<file path="config.mk">
export PLATFORM = sky130hd
export DESIGN_NAME = mul_vote_acc
export DESIGN_NICKNAME = d
export VERILOG_FILES = /design/src/rtl/mul_vote_pkg.sv /design/src/rtl/tmr_vote16.sv /design/src/rtl/mul_vote_acc.sv
export SDC_FILE = /design/constraint.sdc
export NUM_CORES = 1
export LEC_CHECK = 0
export BUFFER_PORTS_ARGS = -buffer_cell sky130_fd_sc_hd__buf_2
export CAP_MARGIN = 30
export CORE_MARGIN = 4
export CORE_UTILIZATION = 59
export DETAILED_ROUTE_END_ITERATION = 12
export PLACE_DENSITY = 0.87
export SKIP_CTS_REPAIR_TIMING = 1
export SLEW_MARGIN = 20
export SYNTH_ARGS = -nofsm -noshare
export SYNTH_HDL_FRONTEND = slang
export SYNTH_HIERARCHICAL = 1
export SYNTH_SLANG_ARGS = --single-unit
</file>
<file path="constraint.sdc">
create_clock -name clk -period 6.8 [get_ports clk]
set_input_delay 0.34 -clock clk [delete_from_list [all_inputs] [get_ports clk]]
set_output_delay 0.34 -clock clk [all_outputs]
set_load 0.005 [all_outputs]
</file>
<file path="src/rtl/mul_vote_pkg.sv">
// rtl/mul_vote_pkg.sv - shared types and saturating arithmetic for the voted multiplier stages
package mul_vote_pkg;

    localparam int PROD_W = 16;
    localparam int SAT_MAX_W = 32;

    typedef enum logic [0:0] {
        ACCUM = 1'b0,
        DONE  = 1'b1
    } state_t;

    typedef struct packed {
        logic        clamped;
        logic [31:0] value;
    } sat_res_t;

    // Adds inc to base and clamps to the all-ones value of a width-bit register (width <= 32).
    function automatic sat_res_t sat_inc(input logic [31:0] base, input logic [31:0] inc,
                                         input int width);
        sat_res_t    r;
        logic [32:0] sum;
        logic [32:0] lim;
        sum = {1'b0, base} + {1'b0, inc};
        lim = (33'd1 << width) - 33'd1;
        if (sum > lim) begin
            r.clamped = 1'b1;
            r.value   = lim[31:0];
        end else begin
            r.clamped = 1'b0;
            r.value   = sum[31:0];
        end
        return r;
    endfunction

endpackage

</file>
<file path="src/rtl/tmr_vote16.sv">
// rtl/tmr_vote16.sv - bitwise 2-of-3 majority voter with copy-disagreement flags
import mul_vote_pkg::*;

module tmr_vote16 (
    input  logic [PROD_W-1:0] prod_a,
    input  logic [PROD_W-1:0] prod_b,
    input  logic [PROD_W-1:0] prod_c,
    output logic [PROD_W-1:0] v,
    output logic              mism,
    output logic              multi
);

    logic mis_a;
    logic mis_b;
    logic mis_c;

    assign v     = (prod_a & prod_b) | (prod_a & prod_c) | (prod_b & prod_c);
    assign mis_a = (prod_a != v);
    assign mis_b = (prod_b != v);
    assign mis_c = (prod_c != v);
    assign mism  = mis_a | mis_b | mis_c;
    // At least two of the three flags set.
    assign multi = (mis_a & mis_b) | (mis_a & mis_c) | (mis_b & mis_c);

endmodule

</file>
<file path="src/rtl/mul_vote_acc.sv">
// rtl/mul_vote_acc.sv - votes triplicated products and accumulates them per packet
import mul_vote_pkg::*;

module mul_vote_acc #(
    parameter int ACC_W = 24,
    parameter int ERR_W = 8
) (
    input  logic              clk,
    input  logic              rst_n,
    input  logic              in_valid,
    output logic              in_ready,
    input  logic              in_last,
    input  logic [PROD_W-1:0] prod_a,
    input  logic [PROD_W-1:0] prod_b,
    input  logic [PROD_W-1:0] prod_c,
    output logic              out_valid,
    input  logic              out_ready,
    output logic [ACC_W-1:0]  acc_out,
    output logic [ERR_W-1:0]  err_cnt,
    output logic              multi_fault,
    output logic              sat
);

    state_t            state;
    logic [ACC_W-1:0]  acc;
    logic [ERR_W-1:0]  err;
    logic              multi_r;
    logic              sat_r;

    logic [PROD_W-1:0] v;
    logic              mism;
    logic              multi;
    logic              acc_fire;
    sat_res_t          acc_nxt;
    sat_res_t          err_nxt;

    tmr_vote16 u_vote (
        .prod_a (prod_a),
        .prod_b (prod_b),
        .prod_c (prod_c),
        .v      (v),
        .mism   (mism),
        .multi  (multi)
    );

    assign in_ready  = (state == ACCUM);
    assign out_valid = (state == DONE);
    assign acc_fire  = in_valid & in_ready;

    always_comb begin
        acc_nxt = sat_inc(32'(acc), 32'(v), ACC_W);
        err_nxt = sat_inc(32'(err), 32'd1, ERR_W);
    end

    always_ff @(posedge clk) begin
        if (!rst_n) begin
            state   <= ACCUM;
            acc     <= '0;
            err     <= '0;
            multi_r <= 1'b0;
            sat_r   <= 1'b0;
        end else begin
            case (state)
                ACCUM: begin
                    if (acc_fire) begin
                        acc <= acc_nxt.value[ACC_W-1:0];
                        if (acc_nxt.clamped)
                            sat_r <= 1'b1;
                        if (mism)
                            err <= err_nxt.value[ERR_W-1:0];
                        if (multi)
                            multi_r <= 1'b1;
                        if (in_last)
                            state <= DONE;
                    end
                end
                DONE: begin
                    // Result is frozen here; the handshake also starts the next packet from zero.
                    if (out_ready) begin
                        state   <= ACCUM;
                        acc     <= '0;
                        err     <= '0;
                        multi_r <= 1'b0;
                        sat_r   <= 1'b0;
                    end
                end
                default: state <= ACCUM;
            endcase
        end
    end

    assign acc_out     = acc;
    assign err_cnt     = err;
    assign multi_fault = multi_r;
    assign sat         = sat_r;

endmodule

</file>
Word level (Yosys, flattened, before mapping)
Cells that the tools add are included.

$add $sub $neg: 2. $mul: 0. Divide/modulo/power cells: 0. Order comparisons: 2. Equality and inequality tests: 8. Shifts and indexed selects: 0. Mux-type cells: 20. Bitwise logic cells: 14. Reductions and logical operators: 4.

Operator list (count): $and 16x16->16 (3); $mux 24 (2); $ne 16x16->1 (3); $pmux 24 s2 (1); $mux 33 (1); $mux 8 (4); $or 16x16->16 (2); $add 24x16->25 (1); $gt 25x24->1 const B (1); $pmux 8 s2 (1); $add 8x1->9 const B (1); $gt 9x8->1 const B (1); $reduce_and 3->1 (3); $mux 1 (8); $ne 2x1->1 const B (4); $pmux 1 s2 (3); $and 1x1->1 (4); $or 1x1->1 (4); $ne 2x2->1 const B (1); $reduce_and 2->1 (1); $not 1->1 (1).

Flip-flop bits (word level): 35. Bits in latches: 0. Memory bits (writable): 0. Bits in read-only memories: 0. Output and inout bits: 36. Memories kept: 0.

Longest topological paths before layout
Gate-level depths: netlist (run 1).

Word-level depth: 10. Mapped depth: 12.

By module
Netlist (run 1), hierarchy kept.

Modules (own cells, without submodules): mul_vote_acc (instances 1, cells each 332, area an instance 2582.5 um2); tmr_vote16 (instances 1, cells each 164, area an instance 1053.5 um2).

Least setup slack after synthesis (run 1)
Ideal clock, no wire load.

Kind: input-to-reg. Start point: input prod_c[2]. End point: register err[3], in the netlist err_cnt[3]. Data arrival time: 2.446 ns. Required time: 6.730 ns. Slack: 4.283 ns. Cell stages on the path: 10. Cells stage by stage: nor2b_1 a2111oi_0 nand4_1 or4_1 or3_1 and2_1 buf_2 nor2_1 o21ai_0 a21oi_1.

Longest elaborated chain between the ends: 8. Elaborated cells on any way between the ends: 11. Those cells by class: eq/ne (4); bitwise (6); reduce/logical (1).

Ends and longest elaborated chain: from (decl) (RTL line mul_vote_acc.sv:15) `input logic [PROD_W-1:0] prod_c,`; $and 16x16->16 (RTL line tmr_vote16.sv:17) `assign v = (prod_a & prod_b) | (prod_a & prod_c) | (prod_b & prod_c);`; $or 16x16->16 (2 in a row) (RTL line tmr_vote16.sv:17); $ne 16x16->1 (on tied branches) (RTL line tmr_vote16.sv:18, tmr_vote16.sv:19); $or 1x1->1 (RTL line tmr_vote16.sv:21) `assign mism = mis_a | mis_b | mis_c;`; $or 1x1->1 (*) (RTL line tmr_vote16.sv:21); net mism (RTL line mul_vote_acc.sv:31) `logic mism;`; $ne 2x1->1 (no source line) (*); $reduce_and 3->1 (no source line) (*); to (signal assigned) (RTL line mul_vote_acc.sv:70) `err <= err_nxt.value[ERR_W-1:0];`; to (decl) (RTL line mul_vote_acc.sv:26) `logic [ERR_W-1:0] err;`.

Mark *: on every way through the listed nets, which the timed path passes. The rest lies on a longest branch. A chain may end at the register's enable or synchronous reset.

Worst setup path in the final report (run 1)
Start point: input prod_b[1]. End point: register acc[17], in the netlist acc_out[17].

Longest elaborated chain between the ends: 8. Elaborated cells on any way between the ends: 9. Those cells by class: add/sub (1); order compare (1); mux (3); bitwise (4).

Ends and longest elaborated chain: from (decl) (RTL line mul_vote_acc.sv:14) `input logic [PROD_W-1:0] prod_b,`; $and 16x16->16 (RTL line tmr_vote16.sv:17); $or 16x16->16 (RTL line tmr_vote16.sv:17); $or 16x16->16 (*) (RTL line tmr_vote16.sv:17); net v[1] (RTL line mul_vote_acc.sv:30) `logic [PROD_W-1:0] v;`; $add 24x16->25 (*) (RTL line mul_vote_pkg.sv:23) `sum = {1'b0, base} + {1'b0, inc};`; $gt 25x24->1 (RTL line mul_vote_pkg.sv:25) `if (sum > lim) begin`; $mux 33 (*) (RTL line mul_vote_pkg.sv:25); $mux 24 (*) (RTL line mul_vote_acc.sv:65) `if (acc_fire) begin`; $pmux 24 s2 (*) (RTL line mul_vote_acc.sv:63) `case (state)`; to (signal assigned) (RTL line mul_vote_acc.sv:66) `acc <= acc_nxt.value[ACC_W-1:0];`; to (decl) (RTL line mul_vote_acc.sv:25) `logic [ACC_W-1:0] acc;`.

Mark *: on every way through the listed nets, which the timed path passes. The rest lies on a longest branch. The select of a mux whose other input is x is not followed.

==> flow_metrics.env, run 1 <==
export IMPL_n_antenna_cell=0
export IMPL_drt_iter0_drc=291
export IMPL_dr_total_vias=4243
export IMPL_ys_seq_area_frac=0.193
export IMPL_root_buffer="clkbuf_8"
export IMPL_r2r_end="acc_out[17]$_SDFFE_PN0P_"
export IMPL_ff_latch_area_um2=701
export IMPL_fp_dieArea_mm2=0.00748
export IMPL_clkSinkCount=35
export IMPL_p_sw_frac=0.379
export IMPL_synth_area_mm2=0.00364
export IMPL_ios=89
export IMPL_cellInternalPower_uw=432
export IMPL_cts_buffers=5
export IMPL_fill_cells=509
export IMPL_switchingPower_uw=263
export IMPL_synth_flop_cell="dfxtp_1"
export IMPL_yosysUniqueCellTypes=67
export IMPL_ff2ff_path_depth=9
export IMPL_rsz0062_at_grt="no"
export IMPL_syn_inst=496
export IMPL_utilization=0.710
export IMPL_synthesis_nets=568
export IMPL_chipHeight_um=86.5
export IMPL_skew_ns=0.00946
export IMPL_cp_arrival_ns=3.11
export IMPL_crit_start="prod_b[1]"
export IMPL_gp_congestion=0.978
export IMPL_wire_per_inst_um=16.5
export IMPL_seq_power_share=0.337
export IMPL_synth_edf_count=0
export IMPL_hold_path_class="input port to flop"
export IMPL_p_comb_frac=0.417
export IMPL_firstDrtPassIters=5
export IMPL_multi_input_area_mm2=0.00282
export IMPL_r2r_start="acc_out[0]$_SDFFE_PN0P_"
export IMPL_yosysMostFrequentCell="nor2_1"
export IMPL_synth_common_cells="nor2_1 (59), a21oi_1 (56), dfxtp_1 (35), nand2_1 (30), ha_1 (18)"
export IMPL_routed_wl_um=10700
export IMPL_endpoint="acc_out[17]$_SDFFE_PN0P_"
export IMPL_yosysTopAreaCell="dfxtp_1"
export IMPL_clk_pin_slew_ns=0.08
export IMPL_power_density_mw_per_mm2=164
export IMPL_first_global_vias=3842
export IMPL_antenna_found_initial=0
export IMPL_grt_pass1_wl_um=17400
export IMPL_place_hpwl_um=8410
export IMPL_avgSynthCellArea_um2=7.33
export IMPL_setup_violations_final=0
export IMPL_fin_tns_setup_ns=0
export IMPL_ys_top_cells_by_area="dfxtp_1 (19%), a21oi_1 (7.7%), ha_1 (6.2%), nor2_1 (6.1%), o21a_1 (3.5%)"
export IMPL_cts_tree="yes"
export IMPL_peakVddDrop_uv=102
export IMPL_maxCapViolations=0
export IMPL_grt_remaining_overflow=0
export IMPL_async_reset_ff_frac=0
export IMPL_cts_buffer_depth=2
export IMPL_clk_latency_ns=0.29
export IMPL_pwr_share_clk=0.247
export IMPL_holdWs_ns=0.284
export IMPL_dp_cells=644
export IMPL_required_ns=6.99
export IMPL_worstSetupEndpointType="flop"
export IMPL_cp_start_kind="input port"
export IMPL_rows=28
export IMPL_hold_viol_final=0
export IMPL_start_util=0.611
export IMPL_die_x_um=86.5
export IMPL_timing_reg2reg_setup_slack_ns=3.89
export IMPL_groute_usage_overall=0.283
export IMPL_tightest_slew_ns=0.983
export IMPL_synth_top_area_frac=0.193
export IMPL_core_area_mm2=0.00596
export IMPL_grt_max_degree=19
export IMPL_power_uw=695
export IMPL_post_route_period_util=0.429
export IMPL_critPathKind="input port to flop"
export IMPL_vias_per_cell=6.51
export IMPL_p_leak_uw=0.00177
export IMPL_drc=0
export IMPL_synth_seq_cells=35
export IMPL_drive_gt1_frac=0.224
export IMPL_area_growth_pct=16.2
export IMPL_slew_viol_final=0
export IMPL_cp_max_fo=18
export IMPL_fmax_ghz=0.343
export IMPL_htree_num_levels=2
export IMPL_yosys_warnings=6
export IMPL_antenna_left=0
export IMPL_fin_crit_ns=2.92
export IMPL_nets=648
export IMPL_slew_headroom=0.342
export IMPL_io_buffers=88
export IMPL_layout_cells_non_filler=652
export IMPL_status="completed"
stage by stage:
step | setup slack (ns) | area, µm²
final | 3.88 | 4230
after global routing | 3.66 | 4230
after CTS | 3.90 | 4230
after detailed placement | 3.62 | 4130
after global placement | 3.82 | 4110
after floorplan | 4.28 | 3640
placed cells by master (no fill, tap or decap), drive strengths merged, types with 10 or more instances in the layout:
| master | count |
|---|---|
| a21oi | 56 |
| buf | 90 |
| dfxtp | 35 |
| ha | 18 |
| inv | 12 |
| nand2 | 31 |
| nand3 | 17 |
| nand3b | 14 |
| nand4 | 15 |
| nor2 | 59 |
| nor2b | 10 |
| nor3b | 13 |
| o21a | 17 |
| o21ai | 23 |
| or3b | 12 |
state kept, by name, summed over array words and instances, names as in the netlist:
name / count
acc_out: 24
err_cnt: 8
multi_fault: 1
out_valid: 1
sat: 1
critical path, stage by stage:
cell      delay (ns)
buf_2           0.13
a21oi_1         0.09
nor2_1          0.23
inv_1           0.10
fa_1            0.42
nand2b_1        0.21
a21o_1          0.22
a31o_2          0.28
o21ai_2         0.34
nand2_2         0.34
a311oi_1        0.40
per-layer routing:
metal  vias to the layer above  GRT usage  wire (µm)
li1                       2056          -          -
met1                      1962      0.358       4460
met2                       193      0.488       5140
met3                        32     0.0380        855
met4                         0      0.102        283
met5                         -          0          0
cells by family (layout without fill, tap and decap cells):
kind of cell / Yosys count / in the layout / share of synthesized area
XOR/XNOR: 11 / 11 / 0.0265
adder cells (fa/ha/maj): 20 / 20 / 0.0702
buffers and inverters: 29 / 110 / 0.0313
flip-flops: 35 / 35 / 0.193
AND/OR/NAND/NOR: 224 / 224 / 0.354
AO/OA/AOI/OAI: 173 / 173 / 0.314
multiplexers: 4 / 4 / 0.0114
area by class of cell:
class                   count  area share
flip-flops and latches     35       0.166
well taps                  75      0.0222
repair buffers             90       0.110
multi-input cells         432       0.668
clock buffers               8      0.0237
inverters                  12      0.0107
power by group through the flow:
stage               Clock [µW]  Combinational, µW  Sequential (µW)
floorplan                    0                191              236
global placement             0                273              238
detailed placement           0                281              238
CTS                        176                284              234
global route               181                320              236
finish                     171                290              234
how the worst min path moves through the flow:
stage / startpoint / end / cells after the start / slack [ns]
6_report: in_last / out_valid$_SDFF_PN0_ / 3 / 0.28
3_5_place_dp: sat$_SDFFE_PN0P_ / sat$_SDFFE_PN0P_ / 2 / 0.45
3_3_place_gp: sat$_SDFFE_PN0P_ / sat$_SDFFE_PN0P_ / 2 / 0.46
5_1_grt: in_last / out_valid$_SDFF_PN0_ / 3 / 0.29
2_1_floorplan: sat$_SDFFE_PN0P_ / sat$_SDFFE_PN0P_ / 2 / 0.45
4_1_cts: in_last / out_valid$_SDFF_PN0_ / 3 / 0.29
(Power assumes the default switching activity.)
==> run 2: changes to the inputs <==
--- a/config.mk
+++ b/config.mk
@@ -5,12 +5,13 @@
 export SDC_FILE = /design/constraint.sdc
 export NUM_CORES = 1
 export LEC_CHECK = 0
+export ABC_AREA = 1
 export BUFFER_PORTS_ARGS = -buffer_cell sky130_fd_sc_hd__buf_2
 export CAP_MARGIN = 30
 export CORE_MARGIN = 4
-export CORE_UTILIZATION = 59
+export CORE_UTILIZATION = 51
 export DETAILED_ROUTE_END_ITERATION = 12
-export PLACE_DENSITY = 0.87
+export PLACE_DENSITY = 0.78
 export SKIP_CTS_REPAIR_TIMING = 1
 export SLEW_MARGIN = 20
 export SYNTH_ARGS = -nofsm -noshare
==> constraint.sdc (replaced) <==
create_clock -name clk -period 2.4 [get_ports clk]
set_input_delay 0.12 -clock clk [delete_from_list [all_inputs] [get_ports clk]]
set_output_delay 0.12 -clock clk [all_outputs]
set_load 0.005 [all_outputs]
==> flow_metrics.env, run 2 <==
export IMPL_synth_flop_cell="dfxtp_1"
export IMPL_fin_crit_ns=2.21
export IMPL_synthesis_nets=867
export IMPL_skew_ns=0.00655
export IMPL_p_comb_frac=0.456
export IMPL_cellInternalPower_uw=1150
export IMPL_ys_top_cells_by_area="nand2_1 (22%), dfxtp_1 (17%), nand3_1 (16%), inv_1 (10%), nor2_1 (7.0%)"
export IMPL_largest_register_ffs=24
export IMPL_nets=961
export IMPL_muxShareOfSynthArea=0
export IMPL_ff2ff_path_depth=14
export IMPL_firstDrtPassIters=6
export IMPL_async_reset_ff_frac=0
export IMPL_tightest_slew_ns=0.518
export IMPL_min_delay_worst_endpoint="out_valid$_SDFF_PN0_"
export IMPL_worstSetupEndpointType="flop"
export IMPL_vias_per_cell=5.47
export IMPL_p_leak_uw=0.00279
export IMPL_die_x_um=99.1
export IMPL_status="completed"
export IMPL_final_cell_mix="nand2_1 (250), nand3_1 (135), inv_1 (115)"
export IMPL_cp_start_kind="flop"
export IMPL_synth_top_family_by_area="simple AND/OR/NAND/NOR gates"
export IMPL_power_density_mw_per_mm2=414
export IMPL_n_antenna_cell=0
export IMPL_rows=32
export IMPL_place_hpwl_um=10400
export IMPL_critPathKind="flop to flop"
export IMPL_r2r_end="acc_out[11]$_SDFFE_PN0P_"
export IMPL_routed_wl_um=12800
export IMPL_cts_buffer_depth=2
export IMPL_gp_congestion=0.955
export IMPL_yosysMostFrequentCell="nand2_1"
export IMPL_switchingPower_uw=879
export IMPL_cp_arrival_ns=2.42
export IMPL_drive_gt1_frac=0.166
export IMPL_antenna_found_initial=0
export IMPL_clk_pin_slew_ns=0.08
export IMPL_cts_buffers=5
export IMPL_grt_pass1_wl_um=20500
export IMPL_grt_remaining_overflow=0
export IMPL_slew_headroom=0.653
export IMPL_start_util=0.536
export IMPL_fmax_ghz=0.452
export IMPL_syn_inst=795
export IMPL_synth_edf_count=0
export IMPL_rsz0062_at_grt="no"
export IMPL_first_global_vias=4700
export IMPL_yosys_warnings=6
export IMPL_antenna_left=0
export IMPL_hold_depth=3
export IMPL_layout_commonest_cell="nand2_1"
export IMPL_seq_power_share=0.330
export IMPL_hold_viol_final=0
export IMPL_pwr_share_clk=0.214
export IMPL_drc=0
export IMPL_post_route_period_util=0.923
export IMPL_yosysUniqueCellTypes=33
export IMPL_area_growth_pct=15.7
export IMPL_synth_common_cells="nand2_1 (250), nand3_1 (135), inv_1 (115), nor2_1 (79), o21ai_0 (47)"
export IMPL_synth_seq_cells=35
export IMPL_core_area_mm2=0.00789
export IMPL_fin_tns_setup_ns=0
export IMPL_drt_iter0_drc=371
export IMPL_avgSynthCellArea_um2=5.32
export IMPL_yosysTopAreaCell="nand2_1"
export IMPL_wire_per_inst_um=12.9
export IMPL_r2r_start="acc_out[0]$_SDFFE_PN0P_"
export IMPL_cts_tree="yes"
export IMPL_synth_simple_area_share=0.515
export IMPL_synth_fa_ha_area_frac=0.0580
export IMPL_utilization=0.621
export IMPL_p_sw_frac=0.433
export IMPL_synth_area_mm2=0.00423
export IMPL_peakVddDrop_uv=418
export IMPL_required_ns=2.61
export IMPL_htree_num_levels=2
export IMPL_grt_max_degree=30
export IMPL_cp_max_fo=15
export IMPL_io_buffers=88
export IMPL_synth_top_area_frac=0.222
export IMPL_hold_path_class="input port to flop"
export IMPL_synth_compound_area_frac=0.137
export IMPL_ios=89
export IMPL_groute_usage_overall=0.246
export IMPL_holdCritStartpoint="in_last"
export IMPL_clk_latency_ns=0.29
export IMPL_setup_violations_final=0
export IMPL_maxCapViolations=0
export IMPL_clkSinkCount=35
export IMPL_synth_xor_area_frac=0
export IMPL_ys_seq_area_frac=0.166
export IMPL_fp_dieArea_mm2=0.00982
export IMPL_slew_viol_final=0
export IMPL_root_buffer="clkbuf_8"
export IMPL_power_uw=2030
export IMPL_timing_reg2reg_setup_slack_ns=0.19
export IMPL_chipHeight_um=99.1
export IMPL_dr_total_vias=5422
-- run 2: how the worst max path moves through the flow --
stage                                        from                  endpoint  slack [ns]  cells after the start
after CTS                 acc_out[0]$_SDFFE_PN0P_  acc_out[11]$_SDFFE_PN0P_        0.13                     14
final                     acc_out[0]$_SDFFE_PN0P_  acc_out[11]$_SDFFE_PN0P_        0.19                     14
after global routing      acc_out[0]$_SDFFE_PN0P_   acc_out[4]$_SDFFE_PN0P_        0.05                     14
after global placement                  prod_c[0]  acc_out[11]$_SDFFE_PN0P_        0.13                     17
after detailed placement                prod_c[0]  acc_out[11]$_SDFFE_PN0P_        0.01                     17
after floorplan           acc_out[0]$_SDFFE_PN0P_  acc_out[18]$_SDFFE_PN0P_        0.41                     15
-- run 2: critical path, cell delays in order (launching register included) --
cell,delay (ns)
dfxtp_2,0.37
ha_2,0.22
inv_1,0.06
fa_1,0.36
inv_1,0.09
nand2_1,0.05
nand2_1,0.07
nand3_1,0.13
nand2_2,0.13
nand2_2,0.08
nand2_4,0.09
nand2_4,0.12
inv_8,0.16
a21oi_1,0.05
o21ai_0,0.15
-- run 2: cells by family after synthesis --
logic type | Yosys count
and+or+nand+nor | 505
buffers and inverters | 133
AOI/OAI and AO/OA | 103
DFF | 35
adders and majority gates | 19
-- run 2: per-layer routing --
metal	up-vias	routed length [µm]	GRT usage	part of all wire
li1	2748	-	-	-
met1	2418	5470	0.312	0.43
met2	226	6160	0.435	0.48
met3	30	867	0.0316	0.068
met4	0	295	0.0735	0.023
met5	-	0	0	0
-- run 2: cell type report --
cell class	instances	area [µm²]
clock buffers	5	68.8
clock inverters	3	20.0
multi-input cells	627	3010
repair buffers	95	493
flip-flops and latches	35	702
inverters	125	477
fillers	792	2990
well taps	102	128
-- run 2: power groups by stage --
stage	clock [µW]	combinational, µW	sequential (µW)
floorplan	0	592	674
global placement	0	872	679
detailed placement	0	900	680
CTS	440	906	667
global route	467	1030	674
finish	435	925	669
-- run 2: stage by stage --
| stage | instances | worst slack, ns | area [µm²] | hold slack, ns |
|---|---|---|---|---|
| finish | 992 | 0.186 | 4890 | 0.132 |
| global route | 992 | 0.0508 | 4890 | 0.138 |
| CTS | 992 | 0.134 | 4890 | 0.125 |
| detailed placement | 984 | 0.0150 | 4800 | 0.422 |
| global placement | 984 | 0.126 | 4800 | 0.411 |
| floorplan | 795 | 0.412 | 4230 | 0.218 |
==> run 3: changes to the inputs <==
--- a/config.mk
+++ b/config.mk
@@ -9,9 +9,9 @@
 export BUFFER_PORTS_ARGS = -buffer_cell sky130_fd_sc_hd__buf_2
 export CAP_MARGIN = 30
 export CORE_MARGIN = 4
-export CORE_UTILIZATION = 51
+export CORE_UTILIZATION = 57
 export DETAILED_ROUTE_END_ITERATION = 12
-export PLACE_DENSITY = 0.78
+export PLACE_DENSITY = 0.83
 export SKIP_CTS_REPAIR_TIMING = 1
 export SLEW_MARGIN = 20
 export SYNTH_ARGS = -nofsm -noshare
==> constraint.sdc (replaced) <==
create_clock -name clk -period 2.3 [get_ports clk]
set_input_delay 0.115 -clock clk [delete_from_list [all_inputs] [get_ports clk]]
set_output_delay 0.115 -clock clk [all_outputs]
set_load 0.005 [all_outputs]
==> flow_metrics.env, run 3 (same netlist as run 2, synthesis figures left out) <==
export IMPL_crit_start="acc_out[0]$_SDFFE_PN0P_"
export IMPL_cp_start_kind="flop"
export IMPL_holdCritStartpoint="in_last"
export IMPL_wire_per_inst_um=13.2
export IMPL_grt_pass1_wl_um=20300
export IMPL_cts_buffer_depth=2
export IMPL_fin_ws_ns=0.134
export IMPL_cp_max_fo=15
export IMPL_start_util=0.583
export IMPL_critPathKind="flop to flop"
export IMPL_nets=962
export IMPL_power_density_mw_per_mm2=460
export IMPL_hold_path_class="input port to flop"
export IMPL_cp_arrival_ns=2.39
export IMPL_root_buffer="clkbuf_8"
export IMPL_grt_max_degree=30
export IMPL_htree_num_levels=2
export IMPL_slew_headroom=0.631
export IMPL_post_route_period_util=0.942
export IMPL_setup_violations_final=0
export IMPL_ios=89
export IMPL_status="completed"
export IMPL_drt_iter0_drc=290
export IMPL_place_hpwl_um=10700
export IMPL_core_area_mm2=0.00725
export IMPL_clk_latency_ns=0.31
export IMPL_stdcell_area_mm2=0.00493
export IMPL_pre_cts_slack_ns=-0.0915
export IMPL_cts_buffers=5
export IMPL_power_uw=2260
export IMPL_fp_dieArea_mm2=0.00887
export IMPL_slew_viol_final=0
export IMPL_place_area_mm2=0.00480
export IMPL_drive_gt1_frac=0.166
export IMPL_p_leak_uw=0.00282
export IMPL_rows=31
export IMPL_vias_per_cell=5.43
export IMPL_first_global_vias=4619
export IMPL_layout_commonest_cell="nand2_1"
export IMPL_r2r_start="acc_out[0]$_SDFFE_PN0P_"
export IMPL_antenna_left=0
export IMPL_drc=0
export IMPL_chipHeight_um=94.2
export IMPL_grt_remaining_overflow=0
export IMPL_firstDrtPassIters=7
export IMPL_gp_congestion=0.951
export IMPL_antenna_found_initial=0
export IMPL_n_antenna_cell=0
export IMPL_maxCapViolations=0
export IMPL_groute_usage_overall=0.283
export IMPL_rsz0062_at_grt="no"
export IMPL_cts_tree="yes"
export IMPL_die_x_um=94.2
export IMPL_holdWs_ns=0.122
export IMPL_area_growth_pct=16.4
export IMPL_required_ns=2.52
export IMPL_fmax_ghz=0.462
export IMPL_utilization=0.679
export IMPL_dr_total_vias=5372
export IMPL_fill_cells=724
export IMPL_hold_viol_final=0
export IMPL_clkSinkCount=35
export IMPL_largest_register_ffs=24
export IMPL_skew_ns=0.0155
export IMPL_final_cell_mix="nand2_1 (250), nand3_1 (135), inv_1 (115)"
export IMPL_tightest_slew_ns=0.551
export IMPL_worstSetupEndpointType="flop"
export IMPL_io_buffers=88
export IMPL_clk_pin_slew_ns=0.07
export IMPL_fin_crit_ns=2.17
export IMPL_peakVddDrop_uv=399
export IMPL_routed_wl_um=13100
==> run 3: cell count changes in the layout (fill, tap and decap cells not counted), sizes merged <==
cell,change
buf,+1
bufinv,+1
inv,-1
clkinv,+2
clkinvlp,-2
==> run 3: critical path, stage by stage, from the launching register on <==
cell	delay (ns)
dfxtp_1	0.37
ha_2	0.22
inv_1	0.07
fa_1	0.37
inv_1	0.09
nand2_1	0.05
nand2_1	0.08
nand3_1	0.12
nand2_2	0.11
nand2_2	0.08
nand2_4	0.09
nand2_4	0.12
clkinv_8	0.13
a21oi_1	0.05
o21ai_0	0.14
==> run 3: where the power goes <==
part / leakage (µW) / internal [µW] / switching (µW) / total, µW
combinational: 0.00248 / 339 / 628 / 967
sequential: 0.000286 / 650 / 47.4 / 698
clock: 0.0000581 / 323 / 276 / 599
total: 0.00282 / 1310 / 951 / 2260
==> run 3: final timing paths <==
| kind | to | slack [ns] | cells past startpoint |
|---|---|---|---|
| worst max-delay path | acc_out[11]$_SDFFE_PN0P_ | 0.13 | 14 |
| worst min-delay path | out_valid$_SDFF_PN0_ | 0.12 | 3 |
| worst max register to register | acc_out[11]$_SDFFE_PN0P_ | 0.13 | 14 |
| worst min register to register | sat$_SDFFE_PN0P_ | 0.48 | 2 |
==> run 3: cell type report <==
type | count | area [µm²] | share of cell area
inverter | 125 | 482 | 0.0978
timing repair buffer | 96 | 500 | 0.102
sequential | 35 | 701 | 0.142
clock buffer | 5 | 68.8 | 0.0140
clock inverter | 3 | 43.8 | 0.00889
tap | 99 | 124 | 0.0251
multi-input combinational | 627 | 3010 | 0.610
==> run 3: layer usage <==
layer | wire, µm | up-vias | share of wire | global-route usage
met4 | 248 | 0 | 0.019 | 0.0758
met2 | 6380 | 191 | 0.49 | 0.508
met1 | 5720 | 2395 | 0.44 | 0.355
li1 | - | 2757 | - | -
met3 | 753 | 29 | 0.057 | 0.0321
met5 | 0 | - | 0 | 0
==> run 3: metrics by stage <==
stage / std cells / setup TNS [ns]
after floorplan: 795 / 0
after global placement: 982 / 0
after global routing: 990 / 0
final: 990 / 0
after CTS: 990 / 0
after detailed placement: 982 / -1.01
